## config.mk

```make
export PLATFORM = sky130hd
export DESIGN_NAME = muldiv_unit
export DESIGN_NICKNAME = d
export VERILOG_FILES = /design/src/rtl/muldiv_unit_pkg.sv /design/src/rtl/muldiv_sign_fix.sv /design/src/rtl/muldiv_unit.sv
export SDC_FILE = /design/constraint.sdc
export NUM_CORES = 1
export LEC_CHECK = 0
export CORE_ASPECT_RATIO = 0.7
export CORE_MARGIN = 1
export CORE_UTILIZATION = 35
export DETAILED_ROUTE_END_ITERATION = 8
export PLACE_DENSITY = 0.61
export SLEW_MARGIN = 40
export SYNTH_ARGS = -nofsm -noshare
export SYNTH_HDL_FRONTEND = slang
export SYNTH_SLANG_ARGS = --single-unit
```

## constraint.sdc

```tcl
create_clock -name clk -period 5.1 [get_ports clk]
set_input_delay 1.275 -clock clk [delete_from_list [all_inputs] [get_ports clk]]
set_output_delay 1.275 -clock clk [all_outputs]
set_load 0.02 [all_outputs]
```

## src/rtl/muldiv_unit_pkg.sv

```systemverilog
// Shared types for the iterative multiply/divide unit: operation encodings
// (RISC-V funct3 order), FSM states and operand-signedness helpers.
package muldiv_unit_pkg;

  typedef enum logic [2:0] {
    MULDIV_MUL    = 3'd0,
    MULDIV_MULH   = 3'd1,
    MULDIV_MULHSU = 3'd2,
    MULDIV_MULHU  = 3'd3,
    MULDIV_DIV    = 3'd4,
    MULDIV_DIVU   = 3'd5,
    MULDIV_REM    = 3'd6,
    MULDIV_REMU   = 3'd7
  } muldiv_op_t;

  typedef enum logic [1:0] {
    ST_IDLE,
    ST_CALC,
    ST_DONE
  } md_state_t;

  function automatic logic op_is_div(input muldiv_op_t op);
    return op[2];
  endfunction

  function automatic logic op_a_signed(input muldiv_op_t op);
    return (op == MULDIV_MUL) || (op == MULDIV_MULH) || (op == MULDIV_MULHSU) ||
           (op == MULDIV_DIV) || (op == MULDIV_REM);
  endfunction

  function automatic logic op_b_signed(input muldiv_op_t op);
    return (op == MULDIV_MUL) || (op == MULDIV_MULH) ||
           (op == MULDIV_DIV) || (op == MULDIV_REM);
  endfunction

endpackage

```

## src/rtl/muldiv_sign_fix.sv

```systemverilog
// Final sign correction and result selection for the multiply/divide unit.
// Purely combinational; operates on the unsigned magnitudes from the datapath.
module muldiv_sign_fix
  import muldiv_unit_pkg::*;
#(
  parameter int unsigned XLEN = 32
) (
  input  muldiv_op_t          op,
  input  logic                neg_a,
  input  logic                neg_b,
  input  logic                bypass,
  input  logic [XLEN-1:0]     bypass_val,
  input  logic [2*XLEN-1:0]   prod,
  input  logic [XLEN-1:0]     quo,
  input  logic [XLEN-1:0]     rem,
  output logic [XLEN-1:0]     result
);

  logic [2*XLEN-1:0] prod_s;
  logic [XLEN-1:0]   quo_s;
  logic [XLEN-1:0]   rem_s;

  always_comb begin
    // Sign flags are already zero for operands treated as unsigned
    prod_s = (neg_a ^ neg_b) ? -prod : prod;
    quo_s  = (neg_a ^ neg_b) ? -quo  : quo;
    rem_s  = neg_a ? -rem : rem;
    result = '0;
    if (bypass) begin
      result = bypass_val;
    end else begin
      case (op)
        MULDIV_MUL:                              result = prod_s[XLEN-1:0];
        MULDIV_MULH, MULDIV_MULHSU, MULDIV_MULHU: result = prod_s[2*XLEN-1:XLEN];
        MULDIV_DIV, MULDIV_DIVU:                 result = quo_s;
        default:                                 result = rem_s;
      endcase
    end
  end

endmodule

```

## src/rtl/muldiv_unit.sv

```systemverilog
// Iterative RV32M/RV64M multiply/divide unit: one bit per cycle, start/done
// handshake, flush cancels in-flight work. Result and tag are registered out of DONE.
module muldiv_unit
  import muldiv_unit_pkg::*;
#(
  parameter int unsigned XLEN  = 32,
  parameter int unsigned TAG_W = 5
) (
  input  logic             clk,
  input  logic             rst,
  input  logic             start_i,
  input  logic [2:0]       op_i,
  input  logic [XLEN-1:0]  a_i,
  input  logic [XLEN-1:0]  b_i,
  input  logic [TAG_W-1:0] tag_i,
  input  logic             flush_i,
  output logic             busy_o,
  output logic             done_o,
  output logic [XLEN-1:0]  result_o,
  output logic [TAG_W-1:0] tag_o
);

  localparam int unsigned CW = (XLEN > 1) ? $clog2(XLEN) : 1;
  localparam logic [XLEN-1:0] MOST_NEG = {1'b1, {(XLEN-1){1'b0}}};

  md_state_t         state_q, state_d;
  muldiv_op_t        op_in, op_q;
  logic [CW-1:0]     cnt_q;
  logic [TAG_W-1:0]  tag_q;
  logic              neg_a_q, neg_b_q, bypass_q;
  logic [XLEN-1:0]   a_mag_q, b_mag_q, quo_q, rem_q, bypass_val_q;
  logic [2*XLEN-1:0] prod_q;

  logic              accept, neg_a_in, neg_b_in, div_zero, div_ovf, special, cnt_last;
  logic [XLEN-1:0]   a_mag_in, b_mag_in, special_val, fixed;
  logic [XLEN:0]     mul_sum, div_shift, div_diff;

  always_comb begin
    op_in    = muldiv_op_t'(op_i);
    accept   = (state_q == ST_IDLE) && start_i && !flush_i;
    neg_a_in = op_a_signed(op_in) && a_i[XLEN-1];
    neg_b_in = op_b_signed(op_in) && b_i[XLEN-1];
    a_mag_in = neg_a_in ? -a_i : a_i;
    b_mag_in = neg_b_in ? -b_i : b_i;
    div_zero = op_is_div(op_in) && (b_i == '0);
    div_ovf  = ((op_in == MULDIV_DIV) || (op_in == MULDIV_REM)) &&
               (a_i == MOST_NEG) && (b_i == '1);
    special  = div_zero || div_ovf;
    // op_i[1] separates REM* from DIV* within the divide group
    if (div_zero) special_val = op_in[1] ? a_i : '1;
    else          special_val = op_in[1] ? '0  : a_i;
    cnt_last = (cnt_q == CW'(XLEN-1));
    mul_sum   = {1'b0, prod_q[2*XLEN-1:XLEN]} + (prod_q[0] ? {1'b0, a_mag_q} : '0);
    div_shift = {rem_q, quo_q[XLEN-1]};
    div_diff  = div_shift - {1'b0, b_mag_q};
  end

  always_comb begin
    state_d = state_q;
    if (flush_i) begin
      state_d = ST_IDLE;
    end else begin
      case (state_q)
        ST_IDLE: if (accept) state_d = special ? ST_DONE : ST_CALC;
        ST_CALC: if (cnt_last) state_d = ST_DONE;
        default: state_d = ST_IDLE;
      endcase
    end
  end

  assign busy_o = (state_q != ST_IDLE);

  muldiv_sign_fix #(.XLEN(XLEN)) u_sign_fix (
    .op         (op_q),
    .neg_a      (neg_a_q),
    .neg_b      (neg_b_q),
    .bypass     (bypass_q),
    .bypass_val (bypass_val_q),
    .prod       (prod_q),
    .quo        (quo_q),
    .rem        (rem_q),
    .result     (fixed)
  );

  always_ff @(posedge clk) begin
    if (rst) begin
      state_q      <= ST_IDLE;
      op_q         <= MULDIV_MUL;
      cnt_q        <= '0;
      tag_q        <= '0;
      neg_a_q      <= 1'b0;
      neg_b_q      <= 1'b0;
      bypass_q     <= 1'b0;
      a_mag_q      <= '0;
      b_mag_q      <= '0;
      quo_q        <= '0;
      rem_q        <= '0;
      bypass_val_q <= '0;
      prod_q       <= '0;
      done_o       <= 1'b0;
      result_o     <= '0;
      tag_o        <= '0;
    end else begin
      state_q <= state_d;
      done_o  <= 1'b0;
      case (state_q)
        ST_IDLE: begin
          if (accept) begin
            op_q         <= op_in;
            tag_q        <= tag_i;
            neg_a_q      <= neg_a_in;
            neg_b_q      <= neg_b_in;
            a_mag_q      <= a_mag_in;
            b_mag_q      <= b_mag_in;
            bypass_q     <= special;
            bypass_val_q <= special_val;
            cnt_q        <= '0;
            prod_q       <= {{XLEN{1'b0}}, b_mag_in};
            quo_q        <= a_mag_in;
            rem_q        <= '0;
          end
        end
        ST_CALC: begin
          cnt_q <= cnt_last ? '0 : cnt_q + CW'(1);
          if (op_is_div(op_q)) begin
            // Borrow out of the XLEN+1-bit trial subtraction means "restore"
            rem_q <= div_diff[XLEN] ? div_shift[XLEN-1:0] : div_diff[XLEN-1:0];
            quo_q <= {quo_q[XLEN-2:0], ~div_diff[XLEN]};
          end else begin
            prod_q <= {mul_sum, prod_q[XLEN-1:1]};
          end
        end
        default: begin
          done_o   <= 1'b1;
          result_o <= fixed;
          tag_o    <= tag_q;
        end
      endcase
    end
  end

endmodule

```

==> insert_results.sql <==
INSERT INTO impl_metrics (metric_group, metric, value, unit) VALUES
('timing', 'final_period_minus_worst_setup_slack', '4570', 'ps'),
('status', 'outcome', 'finished with violations', ''),
('min_path', 'min-delay-path-class', 'flip-flop to flip-flop', ''),
('final_layout', 'filler_cell_count', '5556', ''),
('timing', 'setup_viol', '0', ''),
('synthesis', 'synthesis.area_per_instance', '7.38', 'sq um'),
('global_routing', 'wire_length_of_the_first_global_routing_pass', '116000', 'um'),
('die', 'start_util', '0.355', ''),
('route', 'detailroute.via_count', '20700', ''),
('setup_path', 'timing.reg2reg.setup_slack', '1120', 'ps'),
('global_routing', 'grt_max_degree', '79', ''),
('synthesis', 'synth_fp_nets', '2805', ''),
('power', 'ir_drop', '182', 'uV'),
('setup_path', 'max_stage_delay', '660', 'ps'),
('synthesis', 'synth_top_area_share', '0.286', ''),
('final_layout', 'final_core_utilization', '0.411', ''),
('clock_tree', 'tritoncts.num_buffers', '34', ''),
('timing', 'fin_worst_skew', '25.0', 'ps'),
('final_layout', 'most_frequent_cells_in_the_layout', '380 x nor2_1, 280 x dfxtp_1, 253 x a21oi_1', ''),
('synthesis', 'synthesis.yosys.warnings', '0', ''),
('synthesis', 'netlist_instances', '2655', ''),
('global_routing', 'grt-ovfl-total', '0', ''),
('die', 'die_h', '200', 'um'),
('final_layout', 'multi_input_area', '13100', 'sq um'),
('clock_tree', 'clock_insertion_delay_worst_skew', '560', 'ps'),
('power', 'sequentialPowerShare', '0.369', ''),
('timing', 'finalHoldViolations', '0', ''),
('timing', 'slew_headroom', '0.392', ''),
('setup_path', 'critPathArrivalTime', '4980', 'ps'),
('synthesis', 'syn_area', '19600', 'sq um'),
('setup_path', 'criticalPathCategory', 'primary input to flip-flop', ''),
('setup_path', 'critical_path_cell_list', 'clkdlybuf4s50_1 > or4_1 > nor4b_1 > nand3b_1 > nor4_2 > buf_12 > o21ai_0 > a2111oi_0', ''),
('timing', 'grt_setup_unrepaired', 'false', ''),
('timing', 'timing.fmax', '219', 'MHz'),
('place', 'gp_weighted_congestion', '0.980', ''),
('final_layout', 'post_route_cells_drive_above_1_share', '0.0606', ''),
('die', 'fp.coreArea', '55200', 'sq um'),
('clock_tree', 'htree_levels', '2', ''),
('setup_path', 'cp_max_fo', '65', ''),
('clock_tree', 'holdBufCountCts', '0', ''),
('place', 'place.detailed.hpwl', '59000', 'um'),
('final_layout', 'finalNetCount', '2815', ''),
('power', 'leakage', '8.48', 'nW'),
('route', 'drc_errors', '2', ''),
('power', 'power.density', '287', 'nW/um^2'),
('clock_tree', 'cts_sinks', '280', ''),
('setup_path', 'endpoint_class_of_the_critical_path', 'flip-flop', ''),
('final_layout', 'layout.cells.most_common', 'nor2_1', ''),
('clock_tree', 'cts_resized', '0', ''),
('global_routing', 'initial_antenna_violation_count', '5', ''),
('power', 'proportion_of_power_drawn_by_the_clock_network', '0.429', ''),
('status', 'violations_in_the_final_reports', 'DRC', ''),
('route', 'firstDrtPassIters', '9', ''),
('setup_path', 'worst_setup_path_start_kind', 'primary input', ''),
('route', 'route.detailed.vias_per_inst', '6.02', ''),
('synthesis', 'seq_area_frac_synth', '0.286', ''),
('timing', 'fin_setup_tns', '0', 'ps'),
('global_routing', 'combined_global_route_utilization_of_all_metal_layers', '0.266', ''),
('setup_path', 'critPathSlowestCell', 'nor4b_1', ''),
('clock_tree', 'root_buffer', 'clkbuf_16', ''),
('synthesis', 'synth.ff_latch_count', '280', ''),
('route', 'routedWlPerCell', '22.7', 'um'),
('die', 'boundaryPins', '115', ''),
('synthesis', 'synth_async_sr_flop_share', '0', ''),
('timing', 'layout_worst_path_cycle_share', '0.896', ''),
('clock_tree', 'cts.path.max_buffers', '3', ''),
('final_layout', 'layout.area.seq', '5610', 'sq um'),
('clock_tree', 'cts.repair_timing.setup_buffer_count', '0', ''),
('setup_path', 'timing.critical_path.required', '5510', 'ps'),
('synthesis', 'synth.top_cells.by_area', 'dfxtp_1 29%, nor2_1 7.4%, a21oi_1 6.5%, xor2_1 5.3%, o21ai_0 5.1%', ''),
('final_layout', 'areaGrowthSynthToFinish', '15.9', '%');
[cell families (layout without fill, tap and decap cells)]
family / Yosys count / in the layout / synth area share
other cells: 0 / 2 / 0
mux: 16 / 16 / 0.00837
xor+xnor: 218 / 218 / 0.0975
fa+ha+maj: 75 / 75 / 0.0485
buf+inv: 254 / 289 / 0.0499
flops: 280 / 280 / 0.286
compound gates: 882 / 882 / 0.286
simple gates: 930 / 930 / 0.224
[registers in the layout, indices dropped and copies added (netlist names), 32 cells and up]
signal and cells:
rem_q 32, bypass_val_q 32, prod_q 64, a_mag_q 32, b_mag_q 32, quo_q 32, result_o 32
[cell type report]
| type | instances | share of cell area |
|---|---|---|
| multi-input cells | 2121 | 0.577 |
| clock buffers | 44 | 0.0422 |
| flip-flops and latches | 280 | 0.247 |
| diodes | 2 | 0.000220 |
| clock inverters | 17 | 0.0139 |
| repair buffers | 164 | 0.0684 |
| well taps | 740 | 0.0408 |
| inverters | 64 | 0.0106 |
[power groups by stage]
| stage | Clock, W | Combinational, W | Sequential, W |
|---|---|---|---|
| after floorplan | 0 | 0.000816 | 0.00238 |
| after global placement | 0 | 0.00125 | 0.00244 |
| after detailed placement | 0 | 0.00126 | 0.00245 |
| after CTS | 0.00282 | 0.00127 | 0.00240 |
| after global routing | 0.00292 | 0.00140 | 0.00241 |
| final | 0.00279 | 0.00132 | 0.00240 |
[synth_stat cells (all sizes together), types with 6 or more instances]
| master | n |
|---|---|
| a2111oi | 10 |
| o211ai | 29 |
| nand2 | 190 |
| inv | 64 |
| o31ai | 51 |
| o41ai | 19 |
| xor2 | 118 |
| buf | 17 |
| a41oi | 8 |
| a211oi | 126 |
| or4 | 20 |
| nor4 | 31 |
| nand4 | 31 |
| nor3 | 76 |
| nand3 | 34 |
| a21o | 23 |
| clkbuf | 173 |
| o221ai | 9 |
| a31oi | 25 |
| dfxtp | 280 |
| or3 | 20 |
| nand2b | 30 |
| a21oi | 254 |
| nor2b | 16 |
| a32o | 6 |
| o21a | 13 |
| o22ai | 19 |
| nor2 | 384 |
| a221oi | 10 |
| ha | 72 |
| xnor2 | 100 |
| mux2i | 13 |
| o21ai | 212 |
| and3 | 16 |
| and2 | 44 |
| a22oi | 14 |
| or2 | 14 |
[critical path: cells and delay by family]
kind / cells / cell delay (ps)
AOI/OAI and AO/OA: 2 / 570
and+or+nand+nor: 4 / 2220
buffers and inverters: 2 / 870
[through the flow]
step                      hold slack, ps  power, W  setup slack [ps]  cells  cell area [sq um]
after global placement               445   0.00369               254   3368              21400
after floorplan                      432   0.00320              1310   2655              19600
final                                461   0.00651               532   3432              22700
after detailed placement             450   0.00371              28.2   3368              21400
after CTS                            460   0.00650               563   3429              22700
after global routing                 475   0.00674               365   3430              22700
[final timing paths]
path,cells after the start,start,endpoint
worst max register to register,8,prod_q[22],result_o[31]
worst min register to register,2,result_o[10],result_o[10]
worst min-delay path,2,result_o[10],result_o[10]
worst max-delay path,8,b_i[17],state_q[1]
[metal layers]
metal  routed length (um)  vias to the layer above  track usage
met5                   12                        -            0
met4                 1100                        2       0.0522
met3                 8740                       85       0.0745
met2                31700                      971        0.382
met1                36500                     9947        0.392
li1                     -                     9650            -
No activity file was read; power rests on OpenSTA's default activity.
